==> config.mk <==
export PLATFORM = sky130hd
export DESIGN_NAME = crc_check_unit
export DESIGN_NICKNAME = d
export VERILOG_FILES = /design/src/rtl/crc_check_unit.sv
export SDC_FILE = /design/constraint.sdc
export NUM_CORES = 1
export LEC_CHECK = 0
export CORE_UTILIZATION = 52
export DETAILED_ROUTE_END_ITERATION = 10
export GPL_TIMING_DRIVEN = 0
export PLACE_DENSITY = 0.89
export SLEW_MARGIN = 20
export SYNTH_ARGS = -nofsm -noshare
export SYNTH_HDL_FRONTEND = slang
export SYNTH_SLANG_ARGS = --single-unit
==> constraint.sdc <==
create_clock -name clk50m -period 7 [get_ports clk50m]
set_clock_uncertainty 0.15 [all_clocks]
set_input_delay 1.05 -clock clk50m [delete_from_list [all_inputs] [get_ports clk50m]]
set_output_delay 1.05 -clock clk50m [all_outputs]
set_load 0.02 [all_outputs]
==> src/rtl/crc_check_unit.sv <==
// Streaming CRC checker: accumulates a configurable CRC over a word stream,
// compares it with a received hash per frame and keeps saturating status counters.
module crc_check_unit #(
    parameter int                 CRC_W  = 16,
    parameter logic [CRC_W-1:0]   POLY   = 16'h1021,
    parameter logic [CRC_W-1:0]   INIT   = 16'hFFFF,
    parameter int                 DATA_W = 8,
    parameter int                 CNT_W  = 8
) (
    input  logic              clk50m,
    input  logic              rst_n,
    input  logic              frame_start,
    input  logic              data_valid,
    input  logic [DATA_W-1:0] data_in,
    input  logic              hash_valid,
    input  logic [CRC_W-1:0]  crc_hash,
    input  logic              clr_cnt,
    output logic              busy,
    output logic [CRC_W-1:0]  crc_calc,
    output logic              crc_done,
    output logic              crc_ok,
    output logic              crc_err,
    output logic [CNT_W-1:0]  frame_cnt,
    output logic [CNT_W-1:0]  err_cnt
);

    typedef enum logic {IDLE = 1'b0, ACCU = 1'b1} state_t;

    localparam logic [CNT_W-1:0] CNT_MAX = '1;

    state_t             state_q, state_d;
    logic [CRC_W-1:0]   crc_calc_q, crc_calc_d;
    logic               crc_done_q, crc_done_d;
    logic               crc_ok_q, crc_ok_d;
    logic               crc_err_q, crc_err_d;
    logic [CNT_W-1:0]   frame_cnt_q, frame_cnt_d;
    logic [CNT_W-1:0]   err_cnt_q, err_cnt_d;
    logic [CRC_W-1:0]   crc_next;
    logic               match;

    // One word folded in MSB first, all DATA_W shift steps unrolled into one cycle.
    function automatic logic [CRC_W-1:0] crc_update(input logic [CRC_W-1:0] crc_in,
                                                    input logic [DATA_W-1:0] d);
        logic [CRC_W-1:0] c;
        logic             fb;
        c = crc_in;
        for (int i = DATA_W - 1; i >= 0; i--) begin
            fb = c[CRC_W-1] ^ d[i];
            c  = {c[CRC_W-2:0], 1'b0} ^ (fb ? POLY : '0);
        end
        return c;
    endfunction

    always_comb begin
        crc_next    = data_valid ? crc_update(crc_calc_q, data_in) : crc_calc_q;
        match       = (crc_next == crc_hash);
        state_d     = state_q;
        crc_calc_d  = crc_calc_q;
        crc_done_d  = 1'b0;
        crc_ok_d    = crc_ok_q;
        crc_err_d   = crc_err_q;
        frame_cnt_d = frame_cnt_q;
        err_cnt_d   = err_cnt_q;

        if (frame_start) begin
            state_d    = ACCU;
            crc_calc_d = INIT;
            crc_ok_d   = 1'b0;
            crc_err_d  = 1'b0;
        end else if (state_q == ACCU) begin
            crc_calc_d = crc_next;
            if (hash_valid) begin
                state_d    = IDLE;
                crc_done_d = 1'b1;
                crc_ok_d   = match;
                crc_err_d  = !match;
                if (frame_cnt_q != CNT_MAX) frame_cnt_d = frame_cnt_q + 1'b1;
                if (!match && err_cnt_q != CNT_MAX) err_cnt_d = err_cnt_q + 1'b1;
            end
        end

        // Clear wins over an increment landing in the same cycle.
        if (clr_cnt) begin
            frame_cnt_d = '0;
            err_cnt_d   = '0;
        end
    end

    always_ff @(posedge clk50m or negedge rst_n) begin
        if (!rst_n) begin
            state_q     <= IDLE;
            crc_calc_q  <= INIT;
            crc_done_q  <= 1'b0;
            crc_ok_q    <= 1'b0;
            crc_err_q   <= 1'b0;
            frame_cnt_q <= '0;
            err_cnt_q   <= '0;
        end else begin
            state_q     <= state_d;
            crc_calc_q  <= crc_calc_d;
            crc_done_q  <= crc_done_d;
            crc_ok_q    <= crc_ok_d;
            crc_err_q   <= crc_err_d;
            frame_cnt_q <= frame_cnt_d;
            err_cnt_q   <= err_cnt_d;
        end
    end

    assign busy      = (state_q == ACCU);
    assign crc_calc  = crc_calc_q;
    assign crc_done  = crc_done_q;
    assign crc_ok    = crc_ok_q;
    assign crc_err   = crc_err_q;
    assign frame_cnt = frame_cnt_q;
    assign err_cnt   = err_cnt_q;

endmodule

## After elaboration in Yosys (flattened, before gate mapping)

Index checks and enable logic that the tools add are counted.

- Eq/ne operators: 4
- Muxes and demuxes: 33
- Reduce and logical (&&, ||, !) cells: 11
- Bitwise logic cells: 16
- Add/subtract/negate cells: 2

Operator list:

| operator | count |
|---|---|
| 16-bit by 13-bit bitwise XOR with 16-bit output | 8 |
| 13-bit two-way mux | 8 |
| 8-bit two-way mux | 10 |
| 16-bit two-way mux | 3 |
| 8-bit by 1-bit adder with 8-bit output, second input constant | 2 |
| 16-bit equality test | 1 |
| 8-bit != test, second input constant | 2 |
| 1-bit two-way mux | 12 |
| 2-bit nonzero test | 6 |
| 4-bit AND reduction | 2 |
| 1-bit bitwise XOR | 8 |
| 2-bit by 1-bit != test with 1-bit output, second input constant | 1 |
| 2-bit AND reduction | 1 |
| 1-bit logical AND | 1 |
| 1-bit logical NOT | 1 |

- Flip-flop bits (word level): 36
- Output and inout port bits: 36
- Input bits: 30
- Logic and storage cells: 73

## Depth between registers and ports, before layout

Gate-level depths: netlist of the first run.

- Depth after elaboration: 33
- Gate-level depth with buffers: 8
- Gate-level depth less buffers: 8

## Least setup slack after synthesis of the first run

Ideal clock, no wire load.

- Kind: input -> register
- Start: input data_in[0]
- End: register err_cnt_q[2], in the netlist err_cnt[2]
- Setup time: 127 ps
- Required time: 6723 ps
- Path buffers: 0
- Setup slack: 3378 ps
- Arrival time: 3345 ps
- Stages on the path: 8
- Cell sequence: xnor2_1 -> xnor3_1 -> mux2i_1 -> a31oi_1 -> or4_4 -> or3_1 -> nand3_1 -> mux2_1

- Cells in the longest elaborated chain, start to end: 9

RTL lines:

| element | line | source |
|---|---|---|
| from (decl) | 14 | `input logic [DATA_W-1:0] data_in,` |
| 1-bit bitwise XOR | 48 | `fb = c[CRC_W-1] ^ d[i];` |
| 13-bit two-way mux | 49 | `c = {c[CRC_W-2:0], 1'b0} ^ (fb ? POLY : '0);` |
| 16-bit by 13-bit bitwise XOR with 16-bit output | 49 |  |
| 16-bit two-way mux | 55 | `crc_next = data_valid ? crc_update(crc_calc_q, data_in) : crc_calc_q;` |
| 16-bit equality test | 56 | `match = (crc_next == crc_hash);` |
| 1-bit logical NOT | 78 | `if (!match && err_cnt_q != CNT_MAX) err_cnt_d = err_cnt_q + 1'b1;` |
| 1-bit logical AND | 78 |  |
| 2-bit nonzero test (no line) | n/a |  |
| 4-bit AND reduction (no line) | n/a |  |
| to (signal assigned) | 105 | `err_cnt_q <= err_cnt_d;` |
| to (decl) | 37 | `logic [CNT_W-1:0] err_cnt_q, err_cnt_d;` |

No other way between the ends.
A chain may end at the register's enable or synchronous reset.

## Worst setup path in the final report of the first run

- Start: input data_in[7]
- End: register err_cnt_q[4], in the netlist err_cnt[4]

- Cells in the longest elaborated chain, start to end: 18

RTL lines:

| element | line |
|---|---|
| 1-bit bitwise XOR (*) | 48 |
| 13-bit two-way mux (*) | 49 |
| 16-bit by 13-bit bitwise XOR with 16-bit output (*) (4 in series) | 49 |
| 1-bit bitwise XOR | 48 |
| 13-bit two-way mux | 49 |
| 16-bit by 13-bit bitwise XOR with 16-bit output (*) (4 in series) | 49 |
| 16-bit two-way mux (*) | 55 |
| 16-bit equality test (*) | 56 |
| 1-bit logical NOT (*) | 78 |
| 1-bit logical AND (*) | 78 |
| 2-bit nonzero test (no line) (*) | n/a |
| 4-bit AND reduction (no line) (*) | n/a |

Every way passes the cells marked *; elsewhere a longest branch is shown, timed or not.

==> results.sh, run 1 <==
export IMPL_grt_pass1_wl_um=10200
export IMPL_antenna_cells=0
export IMPL_ys_seq_elements=36
export IMPL_vdd_ir_drop_max_mv=0.127
export IMPL_syn2layout_area_growth_pct=33.9
export IMPL_numCtsBuffers=5
export IMPL_end_kind="flip-flop"
export IMPL_cp_top_family="simple AND/OR/NAND/NOR gates"
export IMPL_synth_avg_cell_area_um2=9.94
export IMPL_timing_fmax_mhz=244
export IMPL_placement_io_buffers=65
export IMPL_slew_margin_rel_pct=59.6
export IMPL_area_of_combinational_cells_with_multiple_inputs_um2=1460
export IMPL_detailedPlacementHpwl_um=4690
export IMPL_total_power_uw=664
export IMPL_post_cts_hold_buffer_count=0
export IMPL_layout_area_seq_um2=921
export IMPL_detailed_routing_iterations_pass_1=4
export IMPL_timing_critical_path_from_type="input port"
export IMPL_critical_path_peak_fanout=3
export IMPL_clock_latency_ns=0.29
export IMPL_die_ht_um=70.4
export IMPL_whs_ns=0.369
export IMPL_max_clock_path_buffers=2
export IMPL_synth_largest_type_area_fraction_pct=20.6
export IMPL_width_of_the_chip_um=70.4
export IMPL_synth_enable_flop_cells=0
export IMPL_leakage_nw=1.37
export IMPL_syn_cell_area_um2=2430
export IMPL_finish_net_count=350
export IMPL_run_status="finished, final reports clean"
export IMPL_worst_slew_pin_slew_ns=0.602
export IMPL_finalMaxSlewViolations=0
export IMPL_floorplan_core_area_um2=4410
export IMPL_cp_required_ns=7.02
export IMPL_worst_endpoint_arrival_ns=4.12
export IMPL_report_final_setup_viol=0
export IMPL_global_route_usage_met3_pct=4.33
export IMPL_synthTopCellsByArea="dfrtp_1, dfstp_2, xnor2_1, xor2_1, xnor3_1"
export IMPL_tritoncts_num_sinks=36
export IMPL_critPathMaxStageDelay_ns=0.58
export IMPL_synth_flop_cell="dfrtp_1"
export IMPL_tritoncts="done"
export IMPL_power_density_nw_per_um2=204
export IMPL_postCtsSetupBuffers=0
export IMPL_die_footprint_um2=4960
export IMPL_globalRouteTotalUtil_pct=26.6
export IMPL_cts_repair_resized=0
export IMPL_yosysWarnings=0
export IMPL_antenna_found_initial=0
export IMPL_cp_buffers_inverters=1
export IMPL_final_min_clock_period_ns=4.09
export IMPL_first_global_vias=2070
export IMPL_htree_levels=2
export IMPL_clock_power_share_pct=22.5
export IMPL_gr_usage_met1_pct=34.6
export IMPL_sequential_share_of_the_synthesized_area_pct=37.8
export IMPL_synth_lib_cells_used_distinct=47
export IMPL_clockRootBuffer="clkbuf_8"
export IMPL_crit_path_cell_trace="clkdlybuf4s50_1, xnor2_1, xnor3_1, nand2_1, a31oi_1, or4_4, or3_1, nand3_1, mux2_1"
export IMPL_synth_net_count=277
export IMPL_total_switching_power_uw=232
export IMPL_finish_cell_count_without_fillers=371
export IMPL_async_set_reset_flop_share_out_of_synthesis_pct=100
export IMPL_synth_largest_area_cell="dfrtp_1"
export IMPL_drt_total_wl_um=6260
export IMPL_initial_utilization_pct=55.2
export IMPL_violation_count_after_the_first_detailed_routing_iteration=182
export IMPL_numPlacedInstances=363
export IMPL_number_of_design_rule_violations_left_after_detail_routing=0
export IMPL_worstSetupPathType="input port to flip-flop"
export IMPL_postSynthCellCount=245
export IMPL_timing_max_cap_violations=0
export IMPL_gp_congestion=0.903
export IMPL_final_setup_tns_ns=0
export IMPL_period_utilisation_layout_pct=58.5
export IMPL_rsz0062_at_grt="no"
export IMPL_global_route_peak_usage_layer="met2"
export IMPL_drtAntennaViolNets=0
export IMPL_drive_above_1_share_pct=11.0
export IMPL_routed_via_density=5.70
export IMPL_fillCellCount=327
export IMPL_critical_path_slowest_cell="or4_4"
export IMPL_design_portCount=66
export IMPL_min_path_type="flip-flop to flip-flop"
export IMPL_part_of_the_power_in_registers_pct=37.9
export IMPL_power_combinational_fraction_pct=39.6
export IMPL_number_of_endpoints_with_negative_hold_slack_in_the_final_report=0
export IMPL_rows=24
export IMPL_vias=2113
export IMPL_largest_net_degree_at_the_start_of_global_routing=21
export IMPL_overflow=0
export IMPL_clk_transition_reported_paths_ns=0.08
export IMPL_cellInternalPower_uw=432
export IMPL_swShare_pct=34.9
export IMPL_wl_per_cell_um=16.9
export IMPL_grt_use_met2_pct=44.1
power groups by stage:
| stage | Clock [mW] | Sequential, mW | Combinational [mW] |
|---|---|---|---|
| after floorplan | 0 | 0.268 | 0.159 |
| after global placement | 0 | 0.254 | 0.252 |
| after detailed placement | 0 | 0.255 | 0.258 |
| after CTS | 0.151 | 0.252 | 0.262 |
| after global routing | 0.161 | 0.254 | 0.283 |
| final | 0.149 | 0.252 | 0.263 |
cell families after synthesis:
kind of cell             synth area share, %
AND/OR/NAND/NOR                         18.9
XOR/XNOR                                25.1
flip-flops                              37.8
AO/OA/AOI/OAI                           10.9
buffers and inverters                   2.31
multiplexers                            4.01
adder cells (fa/ha/maj)                 1.03
metrics by stage:
stage | worst slack [ns] | cell area (µm²) | utilization, %
after detailed placement | 2.62 | 3170 | 71.9
after global placement | 2.67 | 3150 | 71.4
final | 2.91 | 3260 | 73.9
after global routing | 2.77 | 3260 | 73.9
after CTS | 2.93 | 3260 | 73.9
after floorplan | 3.38 | 2430 | -
layout by cell type (no fill, tap or decap), drive strengths merged, types with 2 or more instances in the layout:
cell type and instances:
clkdlybuf4s50 64, xnor2 31, nor2 25, xor2 22, dfrtp 20, nand2 16
dfstp 16, nand3 14, clkbuf 14, a211o 9, a21oi 8, nor2b 7
mux2i 6, nor3 6, inv 5, xnor3 5, nand3b 4, nand4 4
and3 4, nand2b 3, or3 3, o21ai 3, mux2 3, clkinv 3
buf 3, and2 2, ha 2, o31ai 2
flip-flops by register name, summed over array words and instances (netlist names):
name / cells
frame_cnt: 8
crc_ok: 1
crc_done: 1
busy: 1
crc_err: 1
err_cnt: 8
crc_calc: 16
worst paths after layout:
path	start	to	slack, ns	depth (start not counted)
max	data_in[7]	err_cnt[4]	2.91	9
max reg2reg	crc_calc[12]	err_cnt[4]	3.68	8
min in group asynchronous	rst_n	err_cnt[6]	0.55	1
min	crc_calc[10]	crc_calc[10]	0.37	2
min reg2reg	crc_calc[10]	crc_calc[10]	0.37	2
max in group asynchronous	rst_n	crc_calc[7]	5.62	2
worst reg2reg max path, stage by stage (launching register included):
cell and delay [ns]:
dfstp_2 0.63, xnor2_4 0.18, xnor3_1 0.51, mux2i_1 0.18
a31oi_1 0.10, or4_4 0.58, or3_1 0.43, nand3_1 0.11
mux2_1 0.32
routing by layer:
layer | up-vias | routed length [µm]
met1 | 1028 | 2650
met2 | 75 | 3120
met5 | - | 0
met4 | 0 | 165
li1 | 994 | -
met3 | 16 | 328
cell usage after synthesis, types with 2 or more instances:
master	instances
nor2b_1	6
a21oi_1	8
ha_1	2
mux2i_1	6
and2_1	2
nor2_1	25
inv_1	5
xor2_1	22
mux2_1	2
nand3_1	14
xnor2_1	28
xnor3_1	5
xnor2_2	2
nand4_1	4
nand3b_1	4
and3_1	4
nand2b_1	3
dfrtp_1	20
nor3_1	6
or3_1	3
a211o_1	9
o21ai_1	2
dfstp_2	16
nand2_1	16
clkbuf_1	9
final cells by class:
| type | count | area share, % |
|---|---|---|
| sequential | 36 | 28.2 |
| clock inverter | 3 | 0.576 |
| clock buffer | 5 | 2.11 |
| multi-input combinational | 194 | 44.7 |
| tap | 52 | 2.00 |
| timing repair buffer | 66 | 20.6 |
| inverter | 5 | 0.576 |
| buffer | 10 | 1.15 |
Power figures use the tool's default switching activity.
==> run 2: changes to the inputs <==
- CORE_UTILIZATION: 52 -> 49
- PLACE_DENSITY: 0.89 -> 0.85
- clock period: 7 -> 3.8 ns (I/O delays scaled with it)
==> results.sh, run 2 (synthesis gave the netlist of run 1 again) <==
export IMPL_drtAntennaViolNets=0
export IMPL_timing_critical_path_from_type="input port"
export IMPL_worstSetupPathType="input port to flip-flop"
export IMPL_grt_pass1_wl_um=9620
export IMPL_antenna_cells=0
export IMPL_final_min_clock_period_ns=3.58
export IMPL_overflow=0
export IMPL_period_utilisation_layout_pct=94.2
export IMPL_place_ws_ns=-0.0818
export IMPL_timing_fmax_mhz=279
export IMPL_clock_latency_ns=0.29
export IMPL_tritoncts_num_sinks=36
export IMPL_largest_reg_flops=16
export IMPL_largest_net_degree_at_the_start_of_global_routing=20
export IMPL_htree_levels=2
export IMPL_wl_per_cell_um=15.0
export IMPL_drt_total_wl_um=5780
export IMPL_violation_count_after_the_first_detailed_routing_iteration=147
export IMPL_width_of_the_chip_um=72.5
export IMPL_numPlacedInstances=378
export IMPL_worst_r2r_setup_slack_ns=0.53
export IMPL_design_portCount=66
export IMPL_leakage_nw=1.36
export IMPL_end_kind="flip-flop"
export IMPL_setup_worst_path_end="err_cnt[3]"
export IMPL_placement_io_buffers=65
export IMPL_critical_path_peak_fanout=9
export IMPL_detailed_routing_iterations_pass_1=4
export IMPL_report_final_setup_viol=0
export IMPL_whs_ns=0.0784
export IMPL_gp_congestion=0.896
export IMPL_min_path_type="input port to asynchronous set/reset pin"
export IMPL_highest_count_cells_in_the_layout_ignoring_fill_and_taps="clkdlybuf4s50_1, xnor2_1, nor2_1"
export IMPL_regToRegEndpoint="err_cnt[3]"
export IMPL_globalRouteTotalUtil_pct=24.3
export IMPL_die_ht_um=72.5
export IMPL_startpoint_of_the_most_critical_register_to_register_path="crc_calc[12]"
export IMPL_number_of_endpoints_with_negative_hold_slack_in_the_final_report=0
export IMPL_critical_path_slowest_cell="or4_4"
export IMPL_syn2layout_area_growth_pct=34.5
export IMPL_clk_transition_reported_paths_ns=0.07
export IMPL_critical_path_depth=9
export IMPL_finalMaxSlewViolations=0
export IMPL_crit_path_cell_trace="clkdlybuf4s50_1, xnor2_1, xnor3_1, nand2_1, a31oi_1, or4_4, o31ai_4, nor2b_2, mux2_4"
export IMPL_numCtsBuffers=5
export IMPL_r2r_worst_path_cells=8
export IMPL_max_clock_path_buffers=2
export IMPL_postCtsSetupBuffers=0
export IMPL_cts_repair_resized=0
export IMPL_post_cts_hold_buffer_count=0
export IMPL_rows=25
export IMPL_vdd_ir_drop_max_mv=0.205
export IMPL_post_route_worst_setup_slack_ns=0.220
export IMPL_finish_cell_count_without_fillers=386
export IMPL_detailedPlacementHpwl_um=4510
export IMPL_timing_max_cap_violations=0
export IMPL_total_power_mw=1.20
export IMPL_antenna_found_initial=0
export IMPL_die_footprint_um2=5250
export IMPL_placed_area_um2=3190
export IMPL_layout_cell_area_non_filler_um2=3280
export IMPL_vias=2092
export IMPL_critPathMaxStageDelay_ns=0.57
export IMPL_cp_top_family="XOR/XNOR gates"
export IMPL_mostFrequentLayoutCell="clkdlybuf4s50_1"
export IMPL_cp_buffers_inverters=1
export IMPL_worst_slew_pin_slew_ns=0.659
export IMPL_worst_endpoint_arrival_ns=3.61
export IMPL_clockRootBuffer="clkbuf_8"
export IMPL_cp_startpoint="data_in[7]"
export IMPL_cp_required_ns=3.83
export IMPL_rsz0062_at_grt="no"
export IMPL_initial_utilization_pct=51.2
export IMPL_run_status="finished, final reports clean"
export IMPL_routed_via_density=5.42
export IMPL_slew_margin_rel_pct=55.8
export IMPL_first_global_vias=2045
export IMPL_floorplan_core_area_um2=4750
export IMPL_number_of_design_rule_violations_left_after_detail_routing=0
export IMPL_tritoncts="done"
export IMPL_finish_net_count=350
export IMPL_power_density_nw_per_um2=367
export IMPL_drive_above_1_share_pct=10.3
## run 2: changes by cell type in the layout (fill, tap and decap cells not counted), sizes merged
| cell | change |
|---|---|
| clkinvlp | +1 |
| clkbuf | +1 |
| clkinv | -2 |
## run 2: layout make-up
type | instances | area, µm²
timing repair buffer | 66 | 673
inverter | 5 | 18.8
tap | 67 | 83.8
clock inverter | 2 | 11.3
multi-input combinational | 194 | 1460
buffer | 10 | 37.5
clock buffer | 6 | 72.6
fill | 388 | 1480
sequential | 36 | 921
## run 2: worst min-delay path by stage
stage                      start           end  cells past startpoint
floorplan                  rst_n          busy                      0
global placement    crc_calc[10]  crc_calc[10]                      2
detailed placement   crc_calc[9]   crc_calc[9]                      2
CTS                        rst_n    err_cnt[5]                      1
global route               rst_n    err_cnt[3]                      1
finish                     rst_n    err_cnt[5]                      1
## run 2: power breakdown
group / switching, mW / internal (mW) / leakage (nW)
sequential: 0.0380 / 0.425 / 0.442
combinational: 0.236 / 0.244 / 0.878
clock: 0.133 / 0.127 / 0.0388
## run 2: per-layer routing
layer / up-vias / track usage, % / wire, µm
li1: 998 / - / -
met1: 1013 / 31.7 / 2480
met2: 73 / 39.5 / 2850
met3: 8 / 5.28 / 366
met4: 0 / 9.37 / 80
met5: - / 0 / 0
## run 2: through the flow
stage,setup TNS [ns],util (%)
final,0,68.9
after global routing,0,68.9
after CTS,0,68.9
after detailed placement,-0.227,67.1
after global placement,-0.176,66.7
after floorplan,0,-
==> run 3: changes to the inputs <==
- CAP_MARGIN: not set -> 20
==> results of run 3 <==
Same layout as run 2: the final DEF is identical, and so are final timing and power.
